### src/rtl/button_cmd_scheduler_pkg.sv
// Shared types, default sizes and the round-robin winner function for button_cmd_scheduler.
// Hold-off support is selected in the top by BUTTON_CMD_SCHEDULER_HOLDOFF_EN.
package button_cmd_scheduler_pkg;

    localparam int DEF_N_REQ          = 4;
    localparam int DEF_HOLDOFF_CYCLES = 16;
    localparam int MAX_N_REQ          = 8;

    // Encoding is identical whether or not the hold-off state is built.
    typedef enum logic [1:0] {
        ST_IDLE  = 2'd0,
        ST_ISSUE = 2'd1,
        ST_WAIT  = 2'd2,
        ST_HOLD  = 2'd3
    } state_e;

    // First set bit found scanning upward from (last+1) mod n, wrapping.
    // The scan runs downward in offset so the closest candidate is written last.
    function automatic int rr_winner(input logic [MAX_N_REQ-1:0] pend,
                                     input int                   last,
                                     input int                   n);
        logic [2:0] idx;
        int         win;
        win = 0;
        for (int i = n; i >= 1; i--) begin
            idx = 3'((last + i) % n);
            if (pend[idx]) begin
                win = int'(idx);
            end
        end
        return win;
    endfunction

endpackage

### src/rtl/button_cmd_scheduler_rr_pick.sv
// Combinational round-robin priority encoder: picks the next pending requester
// after the last granted one.
module rr_pick
    import button_cmd_scheduler_pkg::*;
#(
    parameter int N_REQ = DEF_N_REQ,
    parameter int ID_W  = $clog2(N_REQ)
) (
    input  logic [N_REQ-1:0] i_pending,
    input  logic [ID_W-1:0]  i_last_grant,
    output logic [ID_W-1:0]  o_winner,
    output logic             o_any
);

    logic [MAX_N_REQ-1:0] w_pend;

    always_comb begin
        w_pend             = '0;
        w_pend[N_REQ-1:0]  = i_pending;
    end

    assign o_winner = ID_W'(rr_winner(w_pend, int'(i_last_grant), N_REQ));
    assign o_any    = |i_pending;

endmodule

### src/rtl/button_cmd_scheduler.sv
// Latches button request pulses and issues them one at a time, round-robin, to a shared target.
// BUTTON_CMD_SCHEDULER_HOLDOFF_EN adds a HOLDOFF_CYCLES idle gap after each completed command.
module button_cmd_scheduler
    import button_cmd_scheduler_pkg::*;
#(
    parameter int N_REQ          = DEF_N_REQ,
    parameter int HOLDOFF_CYCLES = DEF_HOLDOFF_CYCLES,
    localparam int ID_W          = $clog2(N_REQ)
) (
    input  logic             clk,
    input  logic             rst_n,
    input  logic [N_REQ-1:0] req_pulse,
    input  logic             cmd_ready,
    output logic             cmd_start,
    output logic [ID_W-1:0]  cmd_id,
    output logic [N_REQ-1:0] pending,
    output logic             busy,
    output logic             dropped,
    output logic [1:0]       dbg_state
);

    // Handshake: cmd_start is a one-cycle strobe raised only after an IDLE cycle that
    // saw pending work and cmd_ready=1; the command counts as finished on the first
    // WAIT cycle (never the ISSUE cycle) that sees cmd_ready=1 again.

    state_e           r_state;
    state_e           w_state_nx;
    logic [N_REQ-1:0] r_pending;
    logic [N_REQ-1:0] w_clr;
    logic [N_REQ-1:0] w_pending_nx;
    logic             r_cmd_start;
    logic             r_busy;
    logic             r_dropped;
    logic [ID_W-1:0]  r_cmd_id;
    logic [ID_W-1:0]  r_last_grant;
    logic [ID_W-1:0]  w_winner;
    logic             w_any;
    logic             w_grant;
    logic             w_drop;
`ifdef BUTTON_CMD_SCHEDULER_HOLDOFF_EN
    localparam logic [15:0] HOLD_LOAD = 16'(HOLDOFF_CYCLES - 1);
    logic [15:0]      r_hold_cnt;
`endif

    rr_pick #(
        .N_REQ (N_REQ),
        .ID_W  (ID_W)
    ) u_rr_pick (
        .i_pending    (r_pending),
        .i_last_grant (r_last_grant),
        .o_winner     (w_winner),
        .o_any        (w_any)
    );

    always_comb begin
        w_clr = '0;
        if (r_state == ST_ISSUE) begin
            w_clr[r_cmd_id] = 1'b1;
        end
    end

    // A new pulse on the bit being granted re-arms it rather than counting as a drop.
    assign w_pending_nx = (r_pending & ~w_clr) | req_pulse;
    assign w_drop       = |(req_pulse & r_pending & ~w_clr);
    assign w_grant      = (r_state == ST_IDLE) && w_any && cmd_ready;

    always_comb begin
        w_state_nx = r_state;
        case (r_state)
            ST_IDLE: begin
                if (w_grant) begin
                    w_state_nx = ST_ISSUE;
                end
            end
            ST_ISSUE: w_state_nx = ST_WAIT;
            ST_WAIT: begin
                if (cmd_ready) begin
`ifdef BUTTON_CMD_SCHEDULER_HOLDOFF_EN
                    w_state_nx = ST_HOLD;
`else
                    w_state_nx = ST_IDLE;
`endif
                end
            end
`ifdef BUTTON_CMD_SCHEDULER_HOLDOFF_EN
            ST_HOLD: begin
                if (r_hold_cnt == 16'd0) begin
                    w_state_nx = ST_IDLE;
                end
            end
`endif
            default: w_state_nx = ST_IDLE;
        endcase
    end

    always_ff @(posedge clk or negedge rst_n) begin
        if (!rst_n) begin
            r_state      <= ST_IDLE;
            r_pending    <= '0;
            r_cmd_start  <= 1'b0;
            r_cmd_id     <= '0;
            r_busy       <= 1'b0;
            r_dropped    <= 1'b0;
            r_last_grant <= ID_W'(N_REQ - 1);
        end else begin
            r_state     <= w_state_nx;
            r_pending   <= w_pending_nx;
            r_cmd_start <= (w_state_nx == ST_ISSUE);
            r_busy      <= (w_state_nx != ST_IDLE);
            r_dropped   <= w_drop;
            if (w_grant) begin
                r_cmd_id <= w_winner;
            end
            if (r_state == ST_ISSUE) begin
                r_last_grant <= r_cmd_id;
            end
        end
    end

`ifdef BUTTON_CMD_SCHEDULER_HOLDOFF_EN
    // Loaded as the FSM leaves WAIT, so HOLD lasts exactly HOLDOFF_CYCLES clocks.
    always_ff @(posedge clk or negedge rst_n) begin
        if (!rst_n) begin
            r_hold_cnt <= 16'd0;
        end else if ((r_state == ST_WAIT) && cmd_ready) begin
            r_hold_cnt <= HOLD_LOAD;
        end else if ((r_state == ST_HOLD) && (r_hold_cnt != 16'd0)) begin
            r_hold_cnt <= r_hold_cnt - 16'd1;
        end
    end
`endif

    assign cmd_start = r_cmd_start;
    assign cmd_id    = r_cmd_id;
    assign pending   = r_pending;
    assign busy      = r_busy;
    assign dropped   = r_dropped;
    assign dbg_state = r_state;

endmodule

### config.mk
export PLATFORM = sky130hd
export DESIGN_NAME = button_cmd_scheduler
export DESIGN_NICKNAME = d
export VERILOG_FILES = /design/src/rtl/button_cmd_scheduler_pkg.sv /design/src/rtl/button_cmd_scheduler_rr_pick.sv /design/src/rtl/button_cmd_scheduler.sv
export SDC_FILE = /design/constraint.sdc
export NUM_CORES = 1
export LEC_CHECK = 0
export ABC_AREA = 1
export CORE_MARGIN = 3
export CORE_UTILIZATION = 42
export DETAILED_ROUTE_END_ITERATION = 8
export GPL_TIMING_DRIVEN = 0
export PLACE_DENSITY = 0.69
export SYNTH_ARGS = -nofsm -noshare
export SYNTH_HDL_FRONTEND = slang
export SYNTH_SLANG_ARGS = --single-unit
### constraint.sdc
create_clock -name clk -period 1.83 [get_ports clk]
set_input_delay 0.183 -clock clk [delete_from_list [all_inputs] [get_ports clk]]
set_output_delay 0.183 -clock clk [all_outputs]
set_load 0.1 [all_outputs]
==> summary.md, run 1 <==
| Metric | Value |
|---|---|
| Status | finished clean |
| H-tree Lvls | 1 |
| Ys Warns | 0 |
| Site Rows | 14 |
| Placed inst area | ~950 um2 |
| DRT iter0 DRCs | 13 |
| CTS clk-pin slew, worst paths | 0.08 ns |
| Initial Util | 0.469 |
| Vias | 677 |
| Post-synthesis cell count | 96 |
| Setup violations, final | 0 |
| Time the worst path needs with I/O delays and setup | 1.79 ns |
| Remaining DRCs | 0 |
| Flops & latches, synth | 13 |
| TritonCTS clock tree | yes |
| Mapped Area | between 700 and 800 um2 |
| Area Growth Syn to Fin | 28.1% |
| Skew-Pair Late Insertion Delay | 0.27 ns |
| Worst hold-check path type | input port to asynchronous set/reset pin |
| Clock root buffer | clkbuf_4 |
| Die ar. | 2320 um2 |
| CP Capture Type | output pin |
| CP Buf/Inv Count | 1 |
| Max-cap violations | 0 |
| Port Buffer Count | 17 |
| Clock skew | 0.00366 ns |
| Mean Syn Cell Area | 7.79 um2 |
| First-pass DRT Iterations | 4 |
| Nets | 125 |
| Wirelength per Cell | 10.5 um |
| Worst-Margin Slew | 0.965 ns |
| Grt ovf | 0 |
| Die W | ~48 um |
| Max clock buf depth | 2 |
| Post-DP HPWL | between 1 and 1.5 mm |
| Ports | 18 |
| Drt via density | 4.80 |
| Seq/Total Area, Yosys | 0.438 |
| Global-route wire length before repair | 2.39 mm |
| Syn nets | 103 |
| CTS Buf Count | 3 |
| Initial antenna violation count | 0 |
| Core Util, Final | 0.601 |
| Crit-path slowest cell | dlygate4sd2_1 |
| Critical Path Max Stage Delay | between 0.8 and 0.9 ns |
| Critical path class | flip-flop to output pin |
| Startpoint Class | flip-flop |
| Die span in y | 48.2 um |
| Antenna Nets Post-Route | 0 |
| CP Cell Sequence | dlygate4sd2_1 |
| Worst endpoint required time | 1.65 ns |
| GRT Total Usage | 0.144 |
| Synth cell types | 18 |
| Period utilization | 0.976 |
| Post-CTS Setup Bufs | 0 |
| Design area | between 900 and 1000 um2 |
| Final wirelength | 1.48 mm |
| Vias in the first global route | 595 |
| Number of fill cells | 146 |
| Antenna cell count | 0 |
| Gpl congestion | 0.757 |
| Max FO, Critical Path | 6 |
| Core area | 1590 um2 |
| Sequential Area | around 330 um2 |
| RSZ-0062 raised after global routing | no |
| Final count of hold timing violations | 0 |
| TritonCTS Sinks | 13 |
| Max-slew violation count | 0 |
| Area occupied by multi-input gates | 357 um2 |
| Slew headroom | 0.359 |
| R2r setup slk | ~0.5 ns |
| Layout cells sized above 1 | 0.248 |
| Delay-heaviest family, CP | buffers and inverters |
| Fmax | 0.560 GHz |
| Worst EP arrival | 1.60 ns |
| Largest net degree at the start of global routing | 14 |
[registers in the layout (all words and copies together) (netlist names)]
register      cells
r_last_grant      2
dbg_state         2
cmd_start         1
cmd_id            2
dropped           1
pending           4
busy              1
[cell usage after synthesis (all sizes together)]
master / count / share of area
nand2: 40 / 0.25
inv: 14 / 0.070
dfrtp: 11 / 0.37
nand3: 11 / 0.080
nor2: 4 / 0.023
o21ai: 4 / 0.027
a21o: 3 / 0.030
a21oi: 3 / 0.020
dfstp: 2 / 0.070
buf: 1 / 0.015
nand4: 1 / 0.028
o2111ai: 1 / 0.012
o22ai: 1 / 0.0084
[cells in the final DEF (no fill, tap or decap), types with 2 or more instances in the layout]
cell / count
nand2_1: 26
nand2_2: 14
dfrtp_1: 11
nand3_1: 10
inv_1: 9
dlygate4sd2_1: 9
clkdlybuf4s50_1: 6
inv_2: 5
a21o_1: 3
nor2_1: 3
o21ai_0: 3
a21oi_1: 3
clkbuf_4: 3
dfstp_2: 2
[per-layer routing]
metal  track usage  vias up  wire length (um)
li1              -      347                 -
met1         0.181      308               725
met2         0.258       16               679
met3        0.0221        6                49
met4        0.0323        0                27
met5             0        -                 0
[area by class of cell]
cell class / instances / share of cell area
inverter: 14 / 0.0548
clock buffer: 4 / 0.0274
tap: 24 / 0.0313
timing repair buffer: 17 / 0.161
sequential: 13 / 0.342
buffer: 1 / 0.0117
multi-input combinational: 68 / 0.372
[worst paths after layout]
check | endpoint | cells after the start | from
min | dropped | 1 | rst_n
max | pending[3] | 1 | pending[3]
min reg2reg | r_last_grant[1] | 2 | r_last_grant[1]
max reg2reg | cmd_id[0] | 10 | r_last_grant[0]
max in group asynchronous | dbg_state[0] | 1 | rst_n
min in group clk | pending[2] | 3 | req_pulse[2]
[per-stage QoR]
stage	worst slack, ns	hold WS, ns	setup TNS, ns	instances
CTS	0.0183	0.297	0	141
detailed placement	-0.00342	0.574	-0.00342	137
global route	0.00107	0.316	0	141
finish	0.0438	0.278	0	141
floorplan	0.0281	-0.113	0	96
global placement	0.00425	0.566	0	137
[repair_timing]
action | CTS | global route
setup endpoints to repair | 11 | 2
gates cloned | 0 | 0
hold endpoints to repair | 0 | 0
hold buffers | 0 | 0
gates resized for setup | 12 | 2
pin swaps | 0 | 0
[cell families (layout without fill, tap and decap cells)]
| family | Yosys count | count (layout) | share of synthesized area |
|---|---|---|---|
| AND/OR/NAND/NOR | 56 | 56 | 0.380 |
| buffers and inverters | 15 | 36 | 0.0853 |
| flip-flops | 13 | 13 | 0.438 |
| AO/OA/AOI/OAI | 12 | 12 | 0.0970 |
Power of run 1 is not shown: default switching activity piles up to over one toggle a cycle in this logic, so the estimate is an artifact.
==> run 2: changes to the inputs <==
CORE_MARGIN = unset   (was 3)
==> summary.md, run 2 (synthesized netlist as in run 1, its figures left out) <==
| Metric | Value |
|---|---|
| Status | finished clean |
| GRT Total Usage | 0.187 (+0.0429) |
| Antenna cell count | 0 (unchanged) |
| Worst hold-check path type | input port to asynchronous set/reset pin |
| Reg-to-reg critical path endpoint | cmd_id[0] |
| Core Util, Final | 0.602 (+0.00113) |
| Max FO, Critical Path | 5 (-1) |
| Initial antenna violation count | 0 (unchanged) |
| Slew headroom | 0.355 (-0.00381) |
| Die ar. | 1950 um2 (-16%) |
| Die span in y | 44.2 um (-8.3%) |
| Layout cells sized above 1 | 0.248 (unchanged) |
| Worst endpoint required time | 1.65 ns (about the same) |
| Remaining DRCs | 0 (unchanged) |
| CP startpoint | pending[2] |
| Max clock buf depth | 2 (unchanged) |
| RSZ-0062 raised after global routing | no |
| Port Buffer Count | 17 (unchanged) |
| Max-cap violations | 0 (unchanged) |
| Highest-count cells in the layout ignoring fill and taps | nand2_1, nand2_2, dfrtp_1, nand3_1, inv_1 |
| First-pass DRT Iterations | 4 (unchanged) |
| Setup_tns | 0 ns (unchanged) |
| Setup violations, final | 0 (unchanged) |
| Post-DP HPWL | 1.23 mm (+2.9%) |
| Max reg flops | 4 (unchanged) |
| Cts repair resizes | 12 (unchanged) |
| Clock skew | 0.00565 ns (+0.00199 ns) |
| Area occupied by multi-input gates | 357 um2 (unchanged) |
| Drt via density | 5.01 (+4.3%) |
| Crit-path slowest cell | dlygate4sd2_1 |
| Time the worst path needs with I/O delays and setup | 1.77 ns (-0.0163 ns) |
| Final wirelength | 1.58 mm (+6.3%) |
| Global-route wire length before repair | 2.66 mm (+11%) |
| Fmax | 0.565 GHz (+0.92%) |
| Commonest non-fill, non-tap cell in the layout | nand2_1 |
| Worst flop-to-flop path startpoint | r_last_grant[0] |
| Delay-heaviest family, CP | buffers and inverters |
| Site Rows | 14 (unchanged) |
| Core area | 1580 um2 (-1.1%) |
| Gpl congestion | 0.804 (+6.2%) |
| Initial Util | 0.475 (+0.00522) |
| Period utilization | 0.967 (-0.00888) |
| Crit path to | pending[2] |
| TritonCTS Sinks | 13 (unchanged) |
| Nets | 125 (unchanged) |
| Antenna Nets Post-Route | 0 (unchanged) |
| Wirelength per Cell | 11.8 um (+13%) |
| CTS clk-pin slew, worst paths | 0.08 ns (about the same) |
| CP Buf/Inv Count | 1 (unchanged) |
| Ports | 18 (unchanged) |
| CTS Buf Count | 3 (unchanged) |
| Critical Path Stages | 1 (unchanged) |
| Largest net degree at the start of global routing | 14 (unchanged) |
| Final count of hold timing violations | 0 (unchanged) |
| R2r setup slk | 0.46 ns (-0.03 ns) |
| CP Cell Sequence | dlygate4sd2_1 |
| Critical Path Max Stage Delay | 0.89 ns (about the same) |
| Hold Buf Count CTS | 0 (unchanged) |
| Startpoint Class | flip-flop |
| Max-slew violation count | 0 (unchanged) |
| TritonCTS clock tree | yes |
| Vias | 666 (-1.6%) |
| Worst-Margin Slew | 0.971 ns (+0.00573 ns) |
| Skew-Pair Late Insertion Delay | 0.27 ns (about the same) |
| Clock root buffer | clkbuf_4 |
| Number of fill cells | 157 (+7.5%) |
| H-tree Lvls | 1 (unchanged) |
| Critical path class | flip-flop to output pin |
| Vias in the first global route | 608 (+2.2%) |
| Die W | 44.2 um (-8.3%) |
| Sequential Area | 328 um2 (unchanged) |
| Worst EP arrival | 1.59 ns (about the same) |
| Post-CTS Setup Bufs | 0 (unchanged) |
| Area Growth Syn to Fin | 26.9% |
| Grt ovf | 0 (unchanged) |
| DRT iter0 DRCs | 10 (-3) |
| Worst Reg2Reg Path Length in Cells | 10 (unchanged) |
| CP Capture Type | output pin |
run 2: routing by layer:
layer,global-route usage,vias up,part of all wire
met1,0.271,307,0.48
met2,0.285,12,0.49
li1,-,347,-
met5,0,-,0
met4,0.0545,0,0
met3,0.0367,0,0.028
run 2: worst min-delay path by stage:
stage,start,endpoint,slack (ns),cells past startpoint
6_report,rst_n,dropped,0.28,1
5_1_grt,rst_n,pending[3],0.32,1
4_1_cts,rst_n,dropped,0.29,1
3_5_place_dp,pending[0],pending[0],0.58,1
3_3_place_gp,r_last_grant[1],r_last_grant[1],0.56,2
2_1_floorplan,rst_n,busy,-0.11,0
run 2: stage by stage:
| step | cell area, um2 | hold WS [ns] | std cells | setup WS [ns] |
|---|---|---|---|---|
| after floorplan | 748 | -0.113 | 96 | 0.0281 |
| final | 950 | 0.281 | 133 | 0.0600 |
| after global routing | 950 | 0.319 | 133 | 0.00170 |
| after detailed placement | 938 | 0.575 | 129 | 0.00810 |
| after global placement | 938 | 0.564 | 129 | 0.0110 |
| after CTS | 952 | 0.294 | 133 | 0.0208 |
run 2: area by class of cell:
cell class	instances	share of cell area
Tap cell	16	0.0211
Multi-Input combinational cell	68	0.375
Sequential cell	13	0.345
Inverter	14	0.0553
Timing Repair Buffer	17	0.163
Buffer	1	0.0119
Clock buffer	4	0.0277
Power of run 2 is left out for the same reason.
==> run 3: changes to the inputs <==
SETUP_SLACK_MARGIN = 0.1   (was unset)
==> summary.md, run 3 (synthesized netlist as in run 1, its figures left out) <==
| Metric | Value |
|---|---|
| Reg-to-reg critical path endpoint | cmd_id[0] |
| Number of fill cells | 149 (-5.1%) |
| Largest net degree at the start of global routing | 14 (unchanged) |
| Initial Util | 0.475 (unchanged) |
| CP Capture Type | output pin |
| CP Cell Sequence | clkdlybuf4s15_1 |
| Post-Layout Cell Count | 133 (unchanged) |
| Delay-heaviest family, CP | buffers and inverters |
| Wirelength per Cell | 12.3 um (+4.0%) |
| Commonest non-fill, non-tap cell in the layout | nand2_1 |
| Core area | 1580 um2 (unchanged) |
| Crit-path slowest cell | clkdlybuf4s15_1 |
| Max reg flops | 4 (unchanged) |
| Grt ovf | 0 (unchanged) |
| Remaining DRCs | 0 (unchanged) |
| WL met1 | 792 um (+5.5%) |
| Initial antenna violation count | 0 (unchanged) |
| Clock root buffer | clkbuf_4 |
| Port Buffer Count | 17 (unchanged) |
| Max-slew violation count | 0 (unchanged) |
| RSZ-0062 raised after global routing | yes |
| Antenna cell count | 0 (unchanged) |
| Worst Reg2Reg Path Length in Cells | 10 (unchanged) |
| Period utilization | 0.924 (-0.0428) |
| H-tree Lvls | 1 (unchanged) |
| TritonCTS Sinks | 13 (unchanged) |
| Final wirelength | 1.64 mm (+4.0%) |
| Post-CTS Setup Bufs | 0 (unchanged) |
| Critical path class | flip-flop to output pin |
| Slew headroom | 0.362 (+0.00643) |
| Vias in the first global route | 623 (+2.5%) |
| CP Buf/Inv Count | 1 (unchanged) |
| Vias | 659 (-1.1%) |
| Critical Path Max Stage Delay | 0.84 ns (-0.05 ns) |
| Top routing layer used | met3 |
| Worst flop-to-flop path startpoint | r_last_grant[0] |
| Worst-Margin Slew | 0.961 ns (-0.00969 ns) |
| Highest-count cells in the layout ignoring fill and taps | nand2_1, nand2_2, nand3_1, dfrtp_1, inv_1 |
| Status | finished clean |
| Worst EP arrival | 1.51 ns (-0.08 ns) |
| Fmax | 0.591 GHz (+4.6%) |
| Ports | 18 (unchanged) |
| Clock skew | 0.00242 ns (-0.00323 ns) |
| Skew-Pair Late Insertion Delay | 0.27 ns (about the same) |
| CP startpoint | dbg_state[1] |
| DRT iter0 DRCs | 14 (+4) |
| Time the worst path needs with I/O delays and setup | 1.69 ns (-0.0783 ns) |
| Max FO, Critical Path | 4 (-1) |
| Die span in y | 44.2 um (unchanged) |
| Layout cells sized above 1 | 0.299 (+0.0513) |
| GRT Total Usage | 0.193 (+0.00617) |
| Max-cap violations | 0 (unchanged) |
| WHS | 0.278 ns (-0.00252 ns) |
| Die ar. | 1950 um2 (unchanged) |
| Antenna Nets Post-Route | 0 (unchanged) |
| TritonCTS clock tree | yes |
| Gpl congestion | 0.803 (-0.11%) |
| Post-DP HPWL | 1.29 mm (+4.6%) |
| CTS clk-pin slew, worst paths | 0.08 ns (about the same) |
| Global-route wire length before repair | 2.72 mm (+2.3%) |
| CTS Buf Count | 3 (unchanged) |
| Setup_tns | 0 ns (unchanged) |
| Worst hold-check path type | input port to asynchronous set/reset pin |
| Area Growth Syn to Fin | 28.6% |
| Crit path to | dbg_state[1] |
| Max clock buf depth | 2 (unchanged) |
| Placed cells | 129 (unchanged) |
| Critical Path Stages | 1 (unchanged) |
| Startpoint Class | flip-flop |
| R2r setup slk | 0.47 ns (about the same) |
| Final count of hold timing violations | 0 (unchanged) |
| Routed wl met3 | 44 um (unchanged) |
| Site Rows | 14 (unchanged) |
| Metal2 WL | 802 um (+2.8%) |
| Worst endpoint required time | 1.65 ns (about the same) |
| Drt via density | 4.95 (-1.1%) |
| Nets | 125 (unchanged) |
| Die W | 44.2 um (unchanged) |
| Sequential Area | 329 um2 (+0.38%) |
| Setup violations, final | 0 (unchanged) |
| First-pass DRT Iterations | 4 (unchanged) |
| Area occupied by multi-input gates | 357 um2 (unchanged) |
[run 3: cell count changes in the layout (fill, tap and decap cells not counted), sizes merged]
cell           before  now
clkdlybuf4s15       2    6
dlygate4sd2         8    4
[run 3: worst min path at each step]
| stage | start | end | slack (ns) | cells past startpoint |
|---|---|---|---|---|
| after global routing | rst_n | pending[3] | 0.31 | 1 |
| after floorplan | rst_n | busy | -0.11 | 0 |
| after detailed placement | pending[0] | pending[0] | 0.58 | 1 |
| after CTS | rst_n | dropped | 0.29 | 1 |
| final | rst_n | dropped | 0.28 | 1 |
| after global placement | r_last_grant[1] | r_last_grant[1] | 0.56 | 2 |
[run 3: routing by layer]
metal,vias to the layer above,GRT usage
met5,-,0
met4,0,0.0545
met1,305,0.261
met3,0,0.0408
met2,10,0.315
li1,344,-
[run 3: timing repair]
action	CTS	global route
pin swaps	0	0
hold buffers	0	0
endpoints found under the setup margin	11	2
gates resized for setup	22	2
[run 3: area by class of cell]
cell class,instances,share of cell area
plain buffers,1,0.0117
clock buffers,4,0.0273
inverters,14,0.0546
multi-input cells,68,0.371
flip-flops and latches,13,0.342
well taps,16,0.0208
repair buffers,17,0.173
[run 3: metrics by stage]
stage,area (um2),setup slack (ns),utilization
4_1_cts,966,0.102,0.613
6_report,962,0.138,0.610
3_5_place_dp,940,0.00461,0.596
2_1_floorplan,749,0.118,-
5_1_grt,962,0.0903,0.610
3_3_place_gp,940,0.0109,0.596
Power of run 3 is left out for the same reason.
